## config.mk

```make
export PLATFORM = sky130hd
export DESIGN_NAME = id_stage_piped
export DESIGN_NICKNAME = d
export VERILOG_FILES = /design/src/rtl/id_pkg.sv /design/src/rtl/id_regfile.sv /design/src/rtl/id_stage_piped.sv
export SDC_FILE = /design/constraint.sdc
export NUM_CORES = 2
export LEC_CHECK = 0
export ABC_AREA = 1
export ABC_CLOCK_PERIOD_IN_PS = 4800
export CAP_MARGIN = 20
export CORE_MARGIN = 10
export CORE_UTILIZATION = 50
export DETAILED_ROUTE_END_ITERATION = 10
export HOLD_SLACK_MARGIN = 0.08
export PLACE_DENSITY_LB_ADDON = 0.08
export SETUP_SLACK_MARGIN = 0.05
export SYNTH_ARGS = -nofsm -noshare
export SYNTH_HDL_FRONTEND = slang
export SYNTH_SLANG_ARGS = --single-unit
```

## constraint.sdc

```tcl
create_clock -name clk -period 4.8 [get_ports clk]
set_input_delay 0.96 -clock clk [delete_from_list [all_inputs] [get_ports clk]]
set_output_delay 0.96 -clock clk [all_outputs]
set_load 0.1 [all_outputs]
```

## src/rtl/id_pkg.sv

```systemverilog
// Shared decode definitions for the ID stage: opcodes, ALU op classes
// and the control bundle carried in the ID/EX register.
package id_pkg;

    localparam logic [5:0] OP_RTYPE = 6'b000000;
    localparam logic [5:0] OP_LW    = 6'b100011;
    localparam logic [5:0] OP_SW    = 6'b101011;
    localparam logic [5:0] OP_BEQ   = 6'b000100;

    localparam logic [1:0] ALU_ADD   = 2'b00;
    localparam logic [1:0] ALU_SUB   = 2'b01;
    localparam logic [1:0] ALU_FUNCT = 2'b10;

    typedef struct packed {
        logic       reg_write;
        logic       mem_to_reg;
        logic       branch;
        logic       mem_write;
        logic       mem_read;
        logic       alu_src;
        logic       reg_dst;
        logic [1:0] alu_op;
    } ctrl_t;

    localparam ctrl_t CTRL_NOP = '0;

endpackage

```

## src/rtl/id_regfile.sv

```systemverilog
// Two-read one-write register file with WB->ID write-through.
// Register 0 is hardwired to zero.
module id_regfile #(
    parameter int DATA_W     = 32,
    parameter int REG_ADDR_W = 5
) (
    input  logic                  clk,
    input  logic                  reset,
    input  logic                  we_i,
    input  logic [REG_ADDR_W-1:0] waddr_i,
    input  logic [DATA_W-1:0]     wdata_i,
    input  logic [REG_ADDR_W-1:0] raddr_a_i,
    input  logic [REG_ADDR_W-1:0] raddr_b_i,
    output logic [DATA_W-1:0]     rdata_a_o,
    output logic [DATA_W-1:0]     rdata_b_o
);

    localparam int NUM_REGS = 2 ** REG_ADDR_W;

    logic [DATA_W-1:0] regs_q [NUM_REGS];
    logic              wr_en;

    assign wr_en = we_i && (waddr_i != '0);

    always_ff @(posedge clk) begin
        if (reset) begin
            for (int i = 0; i < NUM_REGS; i++) begin
                regs_q[i] <= '0;
            end
        end else if (wr_en) begin
            regs_q[waddr_i] <= wdata_i;
        end
    end

    // A write landing this cycle is visible to readers in the same cycle.
    always_comb begin
        rdata_a_o = regs_q[raddr_a_i];
        if (raddr_a_i == '0) begin
            rdata_a_o = '0;
        end else if (wr_en && waddr_i == raddr_a_i) begin
            rdata_a_o = wdata_i;
        end
    end

    always_comb begin
        rdata_b_o = regs_q[raddr_b_i];
        if (raddr_b_i == '0) begin
            rdata_b_o = '0;
        end else if (wr_en && waddr_i == raddr_b_i) begin
            rdata_b_o = wdata_i;
        end
    end

endmodule

```

## src/rtl/id_stage_piped.sv

```systemverilog
// MIPS decode stage: regfile, control decode, sign extension, load-use
// stall and flush handling, feeding the ID/EX pipeline register.
module id_stage_piped
    import id_pkg::*;
#(
    parameter int DATA_W     = 32,
    parameter int REG_ADDR_W = 5,
    parameter int IMM_W      = 16
) (
    input  logic                  clk,
    input  logic                  reset,
    input  logic                  id_valid_in,
    input  logic [31:0]           instruction,
    input  logic                  flush,
    input  logic                  wb_reg_write,
    input  logic [REG_ADDR_W-1:0] wb_write_reg,
    input  logic [DATA_W-1:0]     wb_write_data,
    output logic                  stall,
    output logic                  ex_valid,
    output logic                  ex_reg_write,
    output logic                  ex_mem_to_reg,
    output logic                  ex_branch,
    output logic                  ex_mem_write,
    output logic                  ex_mem_read,
    output logic                  ex_alu_src,
    output logic                  ex_reg_dst,
    output logic [1:0]            ex_alu_op,
    output logic [DATA_W-1:0]     ex_imm,
    output logic [DATA_W-1:0]     ex_rs_data,
    output logic [DATA_W-1:0]     ex_rt_data,
    output logic [REG_ADDR_W-1:0] ex_rs,
    output logic [REG_ADDR_W-1:0] ex_rt,
    output logic [REG_ADDR_W-1:0] ex_rd
);

    logic [5:0]            opcode;
    logic [REG_ADDR_W-1:0] rs;
    logic [REG_ADDR_W-1:0] rt;
    logic [REG_ADDR_W-1:0] rd;
    logic [DATA_W-1:0]     rs_data;
    logic [DATA_W-1:0]     rt_data;
    logic [DATA_W-1:0]     imm_ext;
    ctrl_t                 ctrl;
    logic                  uses_rt;
    logic                  hazard;
    logic                  load;

    logic                  valid_q,   valid_d;
    ctrl_t                 ctrl_q,    ctrl_d;
    logic [DATA_W-1:0]     imm_q,     imm_d;
    logic [DATA_W-1:0]     rs_data_q, rs_data_d;
    logic [DATA_W-1:0]     rt_data_q, rt_data_d;
    logic [REG_ADDR_W-1:0] rs_q,      rs_d;
    logic [REG_ADDR_W-1:0] rt_q,      rt_d;
    logic [REG_ADDR_W-1:0] rd_q,      rd_d;

    assign opcode  = instruction[31:26];
    assign rs      = instruction[21 +: REG_ADDR_W];
    assign rt      = instruction[16 +: REG_ADDR_W];
    assign rd      = instruction[11 +: REG_ADDR_W];
    assign imm_ext = {{(DATA_W-IMM_W){instruction[IMM_W-1]}},
                      instruction[IMM_W-1:0]};

    id_regfile #(
        .DATA_W     (DATA_W),
        .REG_ADDR_W (REG_ADDR_W)
    ) rf_main (
        .clk       (clk),
        .reset     (reset),
        .we_i      (wb_reg_write),
        .waddr_i   (wb_write_reg),
        .wdata_i   (wb_write_data),
        .raddr_a_i (rs),
        .raddr_b_i (rt),
        .rdata_a_o (rs_data),
        .rdata_b_o (rt_data)
    );

    always_comb begin
        ctrl    = CTRL_NOP;
        uses_rt = 1'b0;
        unique case (opcode)
            OP_RTYPE: begin
                ctrl.reg_dst   = 1'b1;
                ctrl.reg_write = 1'b1;
                ctrl.alu_op    = ALU_FUNCT;
                uses_rt        = 1'b1;
            end
            OP_LW: begin
                ctrl.alu_src    = 1'b1;
                ctrl.mem_to_reg = 1'b1;
                ctrl.reg_write  = 1'b1;
                ctrl.mem_read   = 1'b1;
                ctrl.alu_op     = ALU_ADD;
            end
            OP_SW: begin
                ctrl.alu_src   = 1'b1;
                ctrl.mem_write = 1'b1;
                ctrl.alu_op    = ALU_ADD;
                uses_rt        = 1'b1;
            end
            OP_BEQ: begin
                ctrl.branch = 1'b1;
                ctrl.alu_op = ALU_SUB;
                uses_rt     = 1'b1;
            end
            default: begin
            end
        endcase
    end

    // Load in EX whose destination is a source of the instruction in ID.
    assign hazard = id_valid_in && valid_q && ctrl_q.mem_read &&
                    (rt_q != '0) &&
                    ((rt_q == rs) || (uses_rt && (rt_q == rt)));

    assign stall = hazard && !flush && !reset;
    assign load  = id_valid_in && !flush && !hazard;

    always_comb begin
        valid_d   = 1'b0;
        ctrl_d    = CTRL_NOP;
        imm_d     = '0;
        rs_data_d = '0;
        rt_data_d = '0;
        rs_d      = '0;
        rt_d      = '0;
        rd_d      = '0;
        if (load) begin
            valid_d   = 1'b1;
            ctrl_d    = ctrl;
            imm_d     = imm_ext;
            rs_data_d = rs_data;
            rt_data_d = rt_data;
            rs_d      = rs;
            rt_d      = rt;
            rd_d      = rd;
        end
    end

    always_ff @(posedge clk) begin
        if (reset) begin
            valid_q   <= 1'b0;
            ctrl_q    <= CTRL_NOP;
            imm_q     <= '0;
            rs_data_q <= '0;
            rt_data_q <= '0;
            rs_q      <= '0;
            rt_q      <= '0;
            rd_q      <= '0;
        end else begin
            valid_q   <= valid_d;
            ctrl_q    <= ctrl_d;
            imm_q     <= imm_d;
            rs_data_q <= rs_data_d;
            rt_data_q <= rt_data_d;
            rs_q      <= rs_d;
            rt_q      <= rt_d;
            rd_q      <= rd_d;
        end
    end

    assign ex_valid      = valid_q;
    assign ex_reg_write  = ctrl_q.reg_write;
    assign ex_mem_to_reg = ctrl_q.mem_to_reg;
    assign ex_branch     = ctrl_q.branch;
    assign ex_mem_write  = ctrl_q.mem_write;
    assign ex_mem_read   = ctrl_q.mem_read;
    assign ex_alu_src    = ctrl_q.alu_src;
    assign ex_reg_dst    = ctrl_q.reg_dst;
    assign ex_alu_op     = ctrl_q.alu_op;
    assign ex_imm        = imm_q;
    assign ex_rs_data    = rs_data_q;
    assign ex_rt_data    = rt_data_q;
    assign ex_rs         = rs_q;
    assign ex_rt         = rt_q;
    assign ex_rd         = rd_q;

endmodule

```

# --- Word-level counts from Yosys, hierarchy flattened ---
# Memory sizes are Yosys's and may differ from the RTL's. A register that Yosys moved wholly into a read port is not among the register bits.
# Cells that the tools add are included.
word_totals:
  register_bits: 40
  ramBits: 1024
  in_bits: 74
  elab_cells: 62
  memories: 1
op_classes:
  n_eq_ne: 5
  n_mux: 17
  n_bitwise: 1
  reduce_logical: 26
memory_table:
  columns: ["name", "words", "width", "read_ports", "rd_clocked_by_memory_dff", "write_ports", "line", "text"]
  rows:
  - ["rf_main.regs_q", 32, 32, 2, 2, 32, "id_regfile.sv:20", "logic [DATA_W-1:0] regs_q [NUM_REGS];"]
op_table:
  columns: ["cell", "count"]
  rows:
  - ["two-way mux 32 bit", 1]
  - ["OR reduction 32 bit", 1]
  - ["two-way mux 1 bit", 14]
  - ["equality test 6 bit, second input constant", 2]
  - ["equality test 5 bit", 2]
  - ["logical AND 1 bit", 10]
  - ["logical NOT 5 bit", 2]
  - ["nonzero test 5 bit", 2]
  - ["OR reduction 3 bit", 3]
  - ["equality test 6 x 3 -> 1 bit, second input constant", 1]
  - ["logical NOT 6 bit", 1]
  - ["OR reduction 2 bit", 3]
  - ["two-way mux 5 bit", 1]
  - ["one-hot mux 2 bit (2 select lines)", 1]
  - ["logical NOT 1 bit", 3]
  - ["logical OR 1 bit", 1]
  - ["NOT 1 bit", 1]

# --- Depth between registers and ports, before layout ---
logic_depth:
  word_depth: 10
  mapped_depth: 14
  depth_no_buf: 12

# --- Modules after synthesis ---
# From an unflattened synthesis, not the netlist that was laid out.
unflattened:
  hier_cells: 7789
  area_unflattened_um2: 61322.6
by_module_without_submodules:
  columns: ["mod", "instances", "cells_each", "area_per_inst_um2", "seq_area_each_um2"]
  rows:
  - ["id_regfile", 1, 7417, 58108.2, 30749.5]
  - ["id_stage_piped", 1, 372, 3214.3, 1961.9]

# --- Worst setup path after synthesis ---
# Ideal clock, no wire load.
synth_timing:
  kind: "input to output"
  startpoint: "input instruction[17]"
  endpoint: "output stall"
  arrival_time_ps: 3292
  path_slack_ps: 548
  path_stages: 12
  n_path_buf: 3
  cell_sequence: "clkbuf_1 inv_1 nand2_1 nand2_1 nand2_1 nor2_1 nand3_1 nand2_1 nand2_1 clkbuf_1 buf_2 nor2_1"
synth_via:
  elab_chain_len: 6
synth_rtl:
  columns: ["item", "line", "text"]
  rows:
  - ["start, declared", "id_stage_piped.sv:13", "input logic [31:0] instruction,"]
  - ["equality test 5 bit", "id_stage_piped.sv:115", "((rt_q == rs) || (uses_rt && (rt_q == rt)));"]
  - ["logical AND 1 bit", "id_stage_piped.sv:115", null]
  - ["logical OR 1 bit", "id_stage_piped.sv:115", null]
  - ["logical AND 1 bit", "id_stage_piped.sv:114", "(rt_q != '0) &&"]
  - ["logical AND 1 bit (2 in a row)", "id_stage_piped.sv:117", "assign stall = hazard && !flush && !reset;"]
  - ["end, declared", "id_stage_piped.sv:18", "output logic stall,"]
# No other way between the ends.

# --- Final worst setup path ---
layout_timing:
  startpoint: "input instruction[29]"
  endpoint: "output stall"
layout_via:
  elab_chain_len: 8
  word_cells_on_any_way: 10
  classes_between: "eq/ne (2); mux (1); reduce/logical (7)"
layout_rtl:
  columns: ["item", "line", "text"]
  rows:
  - ["equality test 6 x 3 -> 1 bit, or another cell as far along", "id_stage_piped.sv:82", "unique case (opcode)"]
  - ["OR reduction 3 bit (no line) (*)", null, null]
  - ["two-way mux 1 bit (*)", "id_stage_piped.sv:82", null]
  - ["logical AND 1 bit (*)", "id_stage_piped.sv:115", null]
  - ["logical OR 1 bit (*)", "id_stage_piped.sv:115", null]
  - ["logical AND 1 bit (*)", "id_stage_piped.sv:114", null]
  - ["logical AND 1 bit (*) (2 in a row)", "id_stage_piped.sv:117", null]
# Mark *: on every way between the ends. The rest lies on a longest branch, timed or not.

==> impl_metrics.tcl <==
set metrics [dict create \
    drive_gt1_share_pct 10.0 \
    rsz0062_at_grt "no" \
    area_growth_pct 11.7 \
    gp_congestion 0.909 \
    final_common_cell "nand2_1" \
    worstPathArrival_ns 3.17 \
    slew_headroom_pct 26.0 \
    p_leak_nw 31.5 \
    hold_violations 0 \
    die_w_um 377 \
    worstPathCellList "clkdlybuf4s50_1 > inv_1 > nor2_1 > nand3b_1 > nand2_1 > nand3_1 > nand2_1 > nand2_2 > nor2_1 > buf_12" \
    track_usage_pct 34.5 \
    nFillCells 11471 \
    wl_per_cell_um 25.5 \
    start_kind "input port" \
    synthCells 8299 \
    met2_usage_pct 50.7 \
    synth_area_per_cell_um2 7.68 \
    cts-root-buf "clkbuf_16" \
    tns_ns 0 \
    utilization_pct 56.5 \
    clk_latency_ns 0.77 \
    path_buf_inv 3 \
    ys_seq_elements 1122 \
    syn_area_mm2 0.0637 \
    crit_path_max_fanout 10 \
    diodes 0 \
    rows 130 \
    synthDistinctLibCells 28 \
    pin_count 196 \
    use_met1_pct 45.2 \
    mostFrequentLayoutCells "2,460 x nand2_1, 1,278 x nand3_1, 1,092 x nor2_1, 1,024 x edfxtp_1, 864 x inv_1" \
    critical_path.top_delay_family "simple AND/OR/NAND/NOR gates" \
    grt_pass1_vias 54156 \
    finalSetupViolations 0 \
    cp.required_ns 3.84 \
    hpwl_um 143000 \
    clock_sinks 1122 \
    grt_use_met3_pct 9.81 \
    cts_resized 0 \
    clock_path_buffers 3 \
    worstSetupEndpointType "output port" \
    core_area_mm2 0.126 \
    routed_wl_um 253000 \
    ant_nets 0 \
    synth_area_leaders "edfxtp_1 48%, nand2_1 15%, nand3_1 10%, nor2_1 6.5%, inv_1 5.1%" \
    fin_crit_sh_pct 86.1 \
    hp-class "in2reg" \
    cts_tree "yes" \
    grt_overflow_total 0 \
    clkSlewWorstSetupHoldPaths_ns 0.06 \
    drv_slew 0 \
    finClkSkew_ns 0.0330 \
    drc 0 \
    grt_pass1_wl_um 363000 \
    cellPowerDensity_mw_per_mm2 348 \
    yosys.area.top_type "edfxtp_1" \
    htreeDepth 4 \
    slowest_delay_ns 0.56 \
    dr.pass1.iters 6 \
    vdd_drop_max_v 0.000364 \
    yosysWarnings 0 \
    worst_slew_pin_slew_ns 1.11 \
    dieArea_mm2 0.142 \
    status "finished, final reports clean" \
    dpl_cell_area_mm2 0.0671 \
    fin_area_mm2 0.0712 \
    busiest_layer "met2" \
    die_y_um 377 \
    ctsHoldBuffers 0 \
    max_freq_mhz 242 \
    port_buffers 195 \
    seq_area_frac_synth_pct 51.3 \
    slowest_stage "clkdlybuf4s50_1" \
    fin_crit_ns 4.13 \
    antenna_found_initial 10 \
    start_util_pct 50.6 \
    p_total_mw 24.8 \
    crit_type "in2out" \
    drv_cap 0 \
    nets 8270 \
    cts_buffers 133 \
    synth_top_area_share_pct 48.2 \
    post_cts_buffers 0 \
    drt_iter0_drc 8831 \
    viasPerCell 5.90 \
    num_vias 58701 \
    grt_max_degree 178 \
]
==> logic make-up after synthesis <==
kind of cell	Yosys count	share of synthesized area, %
flops	1122	51.3
buf+inv	1559	10.0
other cells	1	0.00588
xor+xnor	13	0.179
simple gates	5304	35.6
compound gates	300	2.85
==> final cells by class <==
cell class	instances	area, um^2	share of cell area, %
well taps	1650	2060	2.90
clock inverters	48	364	0.511
multi-input cells	5649	24900	34.9
repair buffers	411	4140	5.81
flip-flops and latches	1122	32700	45.9
inverters	879	3330	4.68
clock buffers	189	3720	5.22
==> Yosys cell counts <==
cell / count
a21oi_1: 105
buf_1: 59
buf_2: 84
buf_4: 23
buf_6: 48
clkbuf_1: 466
clkinv_1: 1
conb_1: 1
dfxtp_1: 98
edfxtp_1: 1024
inv_1: 871
inv_2: 7
nand2_1: 2504
nand2_4: 16
nand3_1: 1278
nand3b_1: 1
nand4_1: 53
nor2_1: 1096
nor2_2: 322
nor3_1: 4
nor3_2: 7
nor3_4: 2
o211ai_1: 124
o21ai_0: 70
o21ai_2: 1
or2_2: 21
xnor2_1: 8
xor2_1: 5
==> per-stage QoR <==
stage / setup slack (ns) / hold WS, ns / instances
after floorplan: 0.548 / 0.688 / 8330
after detailed placement: 0.687 / 0.802 / 9711
final: 0.669 / 0.729 / 9948
after global routing: 0.558 / 0.707 / 9948
after global placement: 0.727 / 0.813 / 9710
after CTS: 0.677 / 0.687 / 9948
==> flip-flops by register name, indices dropped and copies added, names as in the netlist <==
| signal | flops |
|---|---|
| ex_alu_op | 2 |
| ex_imm | 16 |
| ex_reg_write | 1 |
| ex_rt | 5 |
| rf_main.regs_q | 1024 |
| ex_mem_write | 1 |
| ex_valid | 1 |
| ex_rs_data | 32 |
| ex_rt_data | 32 |
| ex_reg_dst | 1 |
| ex_alu_src | 1 |
| ex_rs | 5 |
| ex_mem_read | 1 |
==> tightest hold or removal path: cells and delay by family <==
kind | cells | cell delay [ns]
buffers and inverters | 2 | 0.44
and+or+nand+nor | 1 | 0.03
==> report_power, final <==
part / total, mW / switching (mW) / leakage [nW] / internal [mW]
combinational: 3.61 / 2.69 / 18.9 / 0.915
clock: 9.76 / 4.12 / 1.98 / 5.64
sequential: 11.4 / 0.227 / 10.5 / 11.2
==> metal layers <==
metal,vias up,wire length [um]
met3,872,35300
met2,4284,107000
li1,26166,-
met1,27363,94600
met4,16,16300
met5,-,109
==> final timing paths <==
kind	from	slack, ns	cells after the start	end
worst min register to register	rf_main.regs_q[4][15]	0.84	6	ex_rt_data[15]
worst max register to register	ex_rt[4]	1.91	9	ex_rt_data[26]
worst max-delay path	instruction[29]	0.67	10	stall
worst min-delay path	instruction[12]	0.73	3	ex_imm[12]
(Power assumes the default switching activity.)
